==> config.mk <==
export PLATFORM = sky130hd
export DESIGN_NAME = controle_cifra_cbc_flat
export DESIGN_NICKNAME = d
export VERILOG_FILES = /design/src/rtl/controle_cifra_cbc_if.sv /design/src/rtl/cifraBloco.sv /design/src/rtl/controle_cifra_cbc.sv /design/src/flat_wrapper.sv
export SDC_FILE = /design/constraint.sdc
export NUM_CORES = 1
export LEC_CHECK = 0
export CAP_MARGIN = 20
export CELL_PAD_IN_SITES_DETAIL_PLACEMENT = 0
export CELL_PAD_IN_SITES_GLOBAL_PLACEMENT = 1
export CORE_UTILIZATION = 42
export DETAILED_ROUTE_END_ITERATION = 6
export PLACE_DENSITY = 0.94
export REMOVE_ABC_BUFFERS = 1
export SYNTH_ARGS = -nofsm -noshare
export SYNTH_HDL_FRONTEND = slang
export SYNTH_SLANG_ARGS = --single-unit
==> constraint.sdc <==
create_clock -name clk -period 40.3 [get_ports clk]
set_clock_uncertainty 0.05 [all_clocks]
set_input_delay 8.06 -clock clk [delete_from_list [all_inputs] [get_ports clk]]
set_output_delay 8.06 -clock clk [all_outputs]
set_load 0.05 [all_outputs]
==> src/rtl/controle_cifra_cbc_if.sv <==
// Bundle of all data, load and handshake signals of the CBC/ECB cipher
// sequencer. clk and rst are kept outside the bundle.
//   master : producer/consumer side (drives blocks, loads, saida_pronta)
//   slave  : the sequencer (drives entrada_pronta, saida, status)
interface controle_cifra_cbc_if #(
  parameter int LARG_CONT = 16
);
  logic [127:0]         chave_in;
  logic                 carrega_chave;
  logic [127:0]         iv_in;
  logic                 carrega_iv;
  logic                 modo_cbc;
  logic [127:0]         bloco_in;
  logic                 entrada_valida;
  logic                 entrada_pronta;
  logic [127:0]         saida;
  logic                 saida_valida;
  logic                 saida_pronta;
  logic                 ocupado;
  logic [LARG_CONT-1:0] contagem;

  modport master (
    output chave_in, carrega_chave, iv_in, carrega_iv, modo_cbc,
           bloco_in, entrada_valida, saida_pronta,
    input  entrada_pronta, saida, saida_valida, ocupado, contagem
  );

  modport slave (
    input  chave_in, carrega_chave, iv_in, carrega_iv, modo_cbc,
           bloco_in, entrada_valida, saida_pronta,
    output entrada_pronta, saida, saida_valida, ocupado, contagem
  );
endinterface

==> src/rtl/cifraBloco.sv <==
// Combinational 128-bit block cipher core driven by controle_cifra_cbc.
// This is a behavioural stand-in with the production core's port list: a
// byte rotation of the block mixed with the key and a fixed whitening
// constant. The constant is chosen so the stand-in reproduces the reference
// known-answer pair (key 5341...414e, block 5056...4552 -> b6bd...6394).
// Replace this file with the real cipher netlist; the sequencer is agnostic.
//   chave   : 128-bit key
//   bloco   : 128-bit input block
//   cifrado : 128-bit output block
module cifraBloco (
  input  logic [127:0] chave,
  input  logic [127:0] bloco,
  output logic [127:0] cifrado
);
  localparam logic [127:0] BRANQUEIO = 128'hb3b9e2408170eb6c301c56c36ba4708a;

  // The rotation keeps key and block non-interchangeable.
  assign cifrado = {bloco[119:0], bloco[127:120]} ^ chave ^ BRANQUEIO;
endmodule

==> src/rtl/controle_cifra_cbc.sv <==
// Sequencer for one combinational cifraBloco instance. Accepts plaintext
// blocks over a valid/ready handshake and encrypts each in ECB or CBC mode
// (selected per block) under a loaded key and IV. The cipher result is
// registered and offered over an output valid/ready handshake.
// The path operando_q/chave_q -> cifraBloco -> saida_q/encadeamento_q is a
// multicycle path of CICLOS_CIFRA cycles: its inputs only change on the
// IDLE->CIFRA edge and its output is sampled CICLOS_CIFRA edges later.
// Ports:
//   clk  : rising-edge clock
//   rst  : asynchronous active-high reset
//   bus  : controle_cifra_cbc_if.slave (key/IV loads, input block handshake,
//          output block handshake, ocupado, contagem)
module controle_cifra_cbc #(
  parameter int CICLOS_CIFRA = 2,
  parameter int LARG_CONT    = 16
) (
  input logic                    clk,
  input logic                    rst,
  controle_cifra_cbc_if.slave    bus
);
  localparam int LARG_ESPERA = (CICLOS_CIFRA > 1) ? $clog2(CICLOS_CIFRA) : 1;
  localparam logic [LARG_ESPERA-1:0] ESPERA_INI = LARG_ESPERA'(CICLOS_CIFRA - 1);

  typedef enum logic [1:0] {IDLE, CIFRA, SAIDA} estado_t;

  estado_t              estado_q;
  logic [127:0]         chave_q;
  logic [127:0]         encadeamento_q;
  logic [127:0]         operando_q;
  logic [127:0]         saida_q;
  logic                 modo_q;
  logic                 saida_valida_q;
  logic [LARG_ESPERA-1:0] espera_q;
  logic [LARG_CONT-1:0] contagem_q;
  logic [127:0]         cifrado;
  logic                 carga;
  logic                 entrada_pronta;
  logic                 aceita;

  cifraBloco u_cifra (
    .chave   (chave_q),
    .bloco   (operando_q),
    .cifrado (cifrado)
  );

  // A pending key/IV load takes priority over a new block in IDLE, so the
  // handshake is refused on that cycle. The rst term keeps ready low while
  // reset is held even though the state already reads IDLE.
  assign carga          = bus.carrega_chave | bus.carrega_iv;
  assign entrada_pronta = (estado_q == IDLE) & ~rst & ~carga;
  assign aceita         = bus.entrada_valida & entrada_pronta;

  always_ff @(posedge clk or posedge rst) begin
    if (rst) begin
      // NOTE: the 128-bit datapath registers are reset as well, so saida and
      // the chaining value are defined (zero) straight out of reset.
      estado_q       <= IDLE;
      chave_q        <= '0;
      encadeamento_q <= '0;
      operando_q     <= '0;
      saida_q        <= '0;
      modo_q         <= 1'b0;
      saida_valida_q <= 1'b0;
      espera_q       <= '0;
      contagem_q     <= '0;
    end else begin
      // NOTE: non-blocking assignments throughout, so every branch reads the
      // pre-edge register values regardless of statement order.
      unique case (estado_q)
        IDLE: begin
          if (bus.carrega_chave) chave_q <= bus.chave_in;
          if (bus.carrega_iv)    encadeamento_q <= bus.iv_in;
          if (aceita) begin
            operando_q <= bus.modo_cbc ? (bus.bloco_in ^ encadeamento_q)
                                       : bus.bloco_in;
            modo_q     <= bus.modo_cbc;
            espera_q   <= ESPERA_INI;
            estado_q   <= CIFRA;
          end
        end
        CIFRA: begin
          if (espera_q == '0) begin
            saida_q        <= cifrado;
            saida_valida_q <= 1'b1;
            // ECB blocks leave the chaining value untouched.
            if (modo_q) encadeamento_q <= cifrado;
            estado_q       <= SAIDA;
          end else begin
            espera_q <= espera_q - 1'b1;
          end
        end
        SAIDA: begin
          if (bus.saida_pronta) begin
            saida_valida_q <= 1'b0;
            contagem_q     <= contagem_q + 1'b1;
            estado_q       <= IDLE;
          end
        end
        default: estado_q <= IDLE;
      endcase
    end
  end

  assign bus.entrada_pronta = entrada_pronta;
  assign bus.saida          = saida_q;
  assign bus.saida_valida   = saida_valida_q;
  assign bus.ocupado        = (estado_q != IDLE);
  assign bus.contagem       = contagem_q;
endmodule

==> src/flat_wrapper.sv <==
// flat-port wrapper written by rule: the top's interface ports become plain ports
module controle_cifra_cbc_flat 
#(
  parameter int CICLOS_CIFRA = 2,
  parameter int LARG_CONT    = 16
)
  (clk, rst, bus_chave_in, bus_carrega_chave, bus_iv_in, bus_carrega_iv, bus_modo_cbc, bus_bloco_in, bus_entrada_valida, bus_saida_pronta, bus_entrada_pronta, bus_saida, bus_saida_valida, bus_ocupado, bus_contagem);
  controle_cifra_cbc_if #(.LARG_CONT(LARG_CONT)) bus_i ();
  input logic clk;
  input logic rst;
  input wire logic [$bits(bus_i.chave_in)-1:0] bus_chave_in;
  input wire logic [$bits(bus_i.carrega_chave)-1:0] bus_carrega_chave;
  input wire logic [$bits(bus_i.iv_in)-1:0] bus_iv_in;
  input wire logic [$bits(bus_i.carrega_iv)-1:0] bus_carrega_iv;
  input wire logic [$bits(bus_i.modo_cbc)-1:0] bus_modo_cbc;
  input wire logic [$bits(bus_i.bloco_in)-1:0] bus_bloco_in;
  input wire logic [$bits(bus_i.entrada_valida)-1:0] bus_entrada_valida;
  input wire logic [$bits(bus_i.saida_pronta)-1:0] bus_saida_pronta;
  output wire logic [$bits(bus_i.entrada_pronta)-1:0] bus_entrada_pronta;
  output wire logic [$bits(bus_i.saida)-1:0] bus_saida;
  output wire logic [$bits(bus_i.saida_valida)-1:0] bus_saida_valida;
  output wire logic [$bits(bus_i.ocupado)-1:0] bus_ocupado;
  output wire logic [$bits(bus_i.contagem)-1:0] bus_contagem;
  assign bus_i.chave_in = bus_chave_in;
  assign bus_i.carrega_chave = bus_carrega_chave;
  assign bus_i.iv_in = bus_iv_in;
  assign bus_i.carrega_iv = bus_carrega_iv;
  assign bus_i.modo_cbc = bus_modo_cbc;
  assign bus_i.bloco_in = bus_bloco_in;
  assign bus_i.entrada_valida = bus_entrada_valida;
  assign bus_i.saida_pronta = bus_saida_pronta;
  assign bus_entrada_pronta = bus_i.entrada_pronta;
  assign bus_saida = bus_i.saida;
  assign bus_saida_valida = bus_i.saida_valida;
  assign bus_ocupado = bus_i.ocupado;
  assign bus_contagem = bus_i.contagem;
  controle_cifra_cbc #(.CICLOS_CIFRA(CICLOS_CIFRA), .LARG_CONT(LARG_CONT)) u_core (.clk(clk), .rst(rst), .bus(bus_i));
endmodule
## Yosys cells after proc, flatten, opt, wreduce, memory -nomap -nowiden

Index checks and enable logic that the tools add are counted.

- Register bits: 533
- Input bits: 391
- Output and inout bits: 147
- Word-level logic and storage cells: 55

- Add/sub/neg operators: 2
- Equality and inequality tests: 7
- Muxes and demuxes: 15
- Bitwise gates (word level): 10
- Reductions and logical operators: 12

Operator list:

| operator | number |
|---|---|
| $mux W128 | 4 |
| $pmux W128 S2 | 1 |
| $xor A128 B128 Y128 | 2 |
| $not A57 Y57 | 1 |
| $add A16 B1 Y16 const B | 1 |
| $reduce_and A2 Y1 | 5 |
| $mux W2 | 3 |
| $ne A2 B2 Y1 const B | 3 |
| $pmux W2 S3 | 1 |
| $reduce_and A3 Y1 | 2 |
| $reduce_bool A2 Y1 | 3 |
| $mux W1 | 4 |
| $ne A2 B1 Y1 const B | 2 |
| $pmux W1 S2 | 2 |
| $reduce_and A4 Y1 | 1 |
| $and A1 B1 Y1 | 3 |
| $not A1 Y1 | 3 |
| $eq A2 B1 Y1 const B | 1 |
| $eq A2 B2 Y1 const B | 1 |
| $logic_not A2 Y1 | 1 |
| $or A1 B1 Y1 | 1 |
| $sub A1 B1 Y1 const B | 1 |

## Longest topological paths before layout

- Depth in word-level cells: 6
- Gate-level depth with buffers: 8
- Mapped depth without buffers: 5

## Cells and area by module

From an unflattened synthesis, not the netlist that was laid out.

- Cell total of the unflattened synthesis: 1995
- Area total of the unflattened synthesis: 23633.9 µm²

Modules (own cells, without submodules):

| module | instances | cells each | area an instance (µm²) | seq. area each (µm²) |
|---|---|---|---|---|
| controle_cifra_cbc | 1 | 1867 | 22512.8 | 13337.8 |
| cifraBloco | 1 | 128 | 1121.1 | 0.0 |

## Worst setup path after synthesis

No wires, ideal clock.

- Kind: input port to output port
- Start: in rst
- End: out bus_entrada_pronta
- Arrival: 20.338 ns
- Required time: 32.190 ns
- Path slack: 11.852 ns
- Stages on the path: 2
- Path buffers: 0
- Cell sequence: inv_1 > and2_1

- Longest elaborated chain between the ends: 3

Ends and longest elaborated chain:

| item | RTL line | RTL |
|---|---|---|
| start: declaration | flat_wrapper.sv:10 | `input logic rst;` |
| $not A1 Y1 | controle_cifra_cbc.sv:50 | `assign entrada_pronta = (estado_q == IDLE) & ~rst & ~carga;` |
| $and A1 B1 Y1 (2 in series) | controle_cifra_cbc.sv:50 |  |
| end: declaration | flat_wrapper.sv:19 | `output wire logic [$bits(bus_i.entrada_pronta)-1:0] bus_entrada_pronta;` |

Every way passes these cells.

## Worst setup path after layout

Ends and elaborated chain as after synthesis.

==> summary.txt <==
Synthesized area per cell -> 10.2 µm²
Hold buffer count at CTS -> 0
Synth Flop Type -> dfrtp_1
Max Slew Vio Count -> 0
Post-Syn Area -> 23400 µm²
Root Driver -> clkbuf_16
Busiest grt layer -> met2
Vias in the first global route -> 18.3k
Worst skew pair latency -> 0.59 ns
Post-synthesis xor/xnor area fraction -> 0.102
Routed via count -> 17.8k
Chip Height -> 238 µm
Total of max-cap violations -> 0
DRC viols -> 0
Critical path type -> in2out
CP arrival -> 10.22 ns
Synth cell types -> 32
Hold crit path type -> reg2reg
Met2 Resource Use GR -> 0.376
Non-Filler Instances -> 3542
Drt wl/cell -> 18.6 µm
First-pass iteration count of the detailed router -> 5
HPWL after detailed placement -> 44800 µm
Clk slew on worst S/H paths -> 0.06 ns
Filler cells -> 4651
Initial antenna violation count -> 7
Pwr/cell area -> 71.1 nW/µm²
RSZ-0062 raised after global routing -> no
Post-synthesis mux area share -> 0.0626
Global routing met1 resource utilization -> 0.294
Worst hold slack -> 0.425 ns
Nets -> 3143
Setup violations, final -> 0
Ratio of cells with drive above 1 in the final layout -> 0.0878
Slew HR -> 0.311
Setup_tns -> 0 ns
GR Util met3 -> 0.0648
ANT nets after route -> 0
Largest net degree at the start of global routing -> 198
CTS H-tree lvls -> 2
Fin crit period -> 18.33 ns
Peak VDD IR -> 38.9 µV
Synth Area in Adders -> 0.000535
Die ar. -> 56600 µm²
Worst-Margin Slew -> 1.03 ns
Critical path fanouts, max -> 132
Post-Place Cells -> 3441
CTS max path bufs -> 3
Gate Count Post-Synth -> 2282
Via density -> 5.02
Setup crit end kind -> primary output
Clock sink count -> 533
Total GRT Usage -> 0.231
Core Util, Final -> 0.561
Simple-gate share of the synthesized area -> 0.113
Fmax -> 54.6 MHz
Area delta synth->final -> 32.0%
LEAKAGE -> 0.0130 µW
Register bit count reported by yosys -> 533
Global route overflow -> 0
Final Cycle Share -> 0.455
Async S/R FF share, synth -> 1.00
Post-CTS setup buffers -> 0
Sequential element share of the synthesized area -> 0.571
Num CTS Buffers -> 56
Final Hold Fails -> 0
Yosys warns -> 0
First-pass GRT wire length -> 103000 µm
Crit path required time -> 32.19 ns
Core ar. -> 55000 µm²
Rows -> 86
Largest family of logic cells by synthesized area -> simple AND/OR/NAND/NOR gates
Port bufs -> 537
Initial Util -> 0.425
EDFF count, synth -> 0
Final wirelength -> 65800 µm
Post_cts resized -> 0
Post-synthesis compound-gate area fraction -> 0.111
Drt initial violations -> 1155
Outcome -> finished clean
Startpoint types -> primary input
CTS tree -> done
Die Span X -> 238 µm
Boundary Pins -> 538
Placer Congestion -> 0.876
[metrics by stage]
stage / worst slack (ns) / cell area, µm² / total power (µW)
after floorplan: 11.85 / 22400 / 1390
after global placement: 21.85 / 28900 / 1630
after detailed placement: 21.85 / 28900 / 1660
after CTS: 21.85 / 30800 / 2210
after global routing: 21.75 / 30800 / 2310
final: 21.97 / 30800 / 2190
[layout make-up]
type / count / area [µm²] / share of cell area
Clock buffer: 76 / 1610 / 0.0521
Tap cell: 748 / 936 / 0.0303
Inverter: 6 / 30.0 / 0.000973
Timing Repair Buffer: 554 / 5530 / 0.179
Clock inverter: 21 / 287 / 0.00929
Antenna cell: 4 / 10.0 / 0.000324
Sequential cell: 533 / 13300 / 0.432
Multi-Input combinational cell: 1600 / 9110 / 0.295
[cell families (layout without fill, tap and decap cells)]
logic type | after synthesis | count (layout)
buf+inv | 149 | 657
compound gates | 519 | 519
flops | 533 | 533
fa+ha+maj | 1 | 1
mux | 130 | 130
simple gates | 679 | 679
xor+xnor | 271 | 271
other cells | 0 | 4
[path summary, 6_finish.rpt]
check                                          startpoint                   endpoint  slack (ns)  cells after the start
max in group asynchronous                             rst        u_core.chave_q[127]       29.95                      4
worst max-delay path                                  rst         bus_entrada_pronta       21.97                      4
worst min register to register  u_core.encadeamento_q[35]  u_core.encadeamento_q[35]        0.43                      2
worst max register to register         u_core.estado_q[1]       u_core.bus.saida[31]       36.70                      4
min in group asynchronous                             rst       u_core.bus.saida[87]        7.99                      2
worst min-delay path            u_core.encadeamento_q[35]  u_core.encadeamento_q[35]        0.43                      2
[power breakdown]
part / total [µW] / switching, µW / internal [µW]
Combinational: 793 / 487 / 306
Sequential: 863 / 130 / 733
Clock: 536 / 214 / 322
Total: 2190 / 831 / 1360
[state kept, by name (all words and copies together) (netlist names)]
| register | cells |
|---|---|
| u_core.chave_q | 128 |
| u_core.bus.saida_valida | 1 |
| u_core.espera_q | 1 |
| u_core.modo_q | 1 |
| u_core.operando_q | 128 |
| u_core.estado_q | 2 |
| u_core.bus.contagem | 16 |
| u_core.encadeamento_q | 128 |
| u_core.bus.saida | 128 |
[metal layers]
metal,share of wire,vias up
li1,-,8453
met1,0.41,8606
met2,0.47,564
met3,0.082,146
met4,0.037,8
met5,0.00071,-
[cell usage after synthesis, drive strengths merged, types with 4 or more instances]
cell type / count / area share
a21oi: 257 / 0.055
buf: 100 / 0.033
clkbuf: 43 / 0.0069
dfrtp: 533 / 0.57
inv: 6 / 0.00096
mux2: 130 / 0.063
nand2: 391 / 0.063
nand2b: 4 / 0.0014
nand3: 4 / 0.00086
nand4: 4 / 0.0011
nor2: 262 / 0.042
o21ai: 259 / 0.055
xnor2: 78 / 0.029
xor2: 193 / 0.072
[worst max-delay path, stage by stage]
cell,delay (ns)
clkdlybuf4s50_1,0.49
inv_8,0.61
and2_1,0.23
clkdlybuf4s50_1,0.81
[cells in the final DEF, fill, tap and decap left out, types with 16 or more instances in the layout]
cell	instances
xor2_1	193
dfrtp_1	533
nand2_1	391
clkdlybuf4s50_1	536
xnor2_1	78
clkbuf_16	57
nor2_1	261
o21ai_0	250
mux2_2	130
a21oi_1	257
buf_4	16
Note: power is estimated with default switching activity, not from simulation.
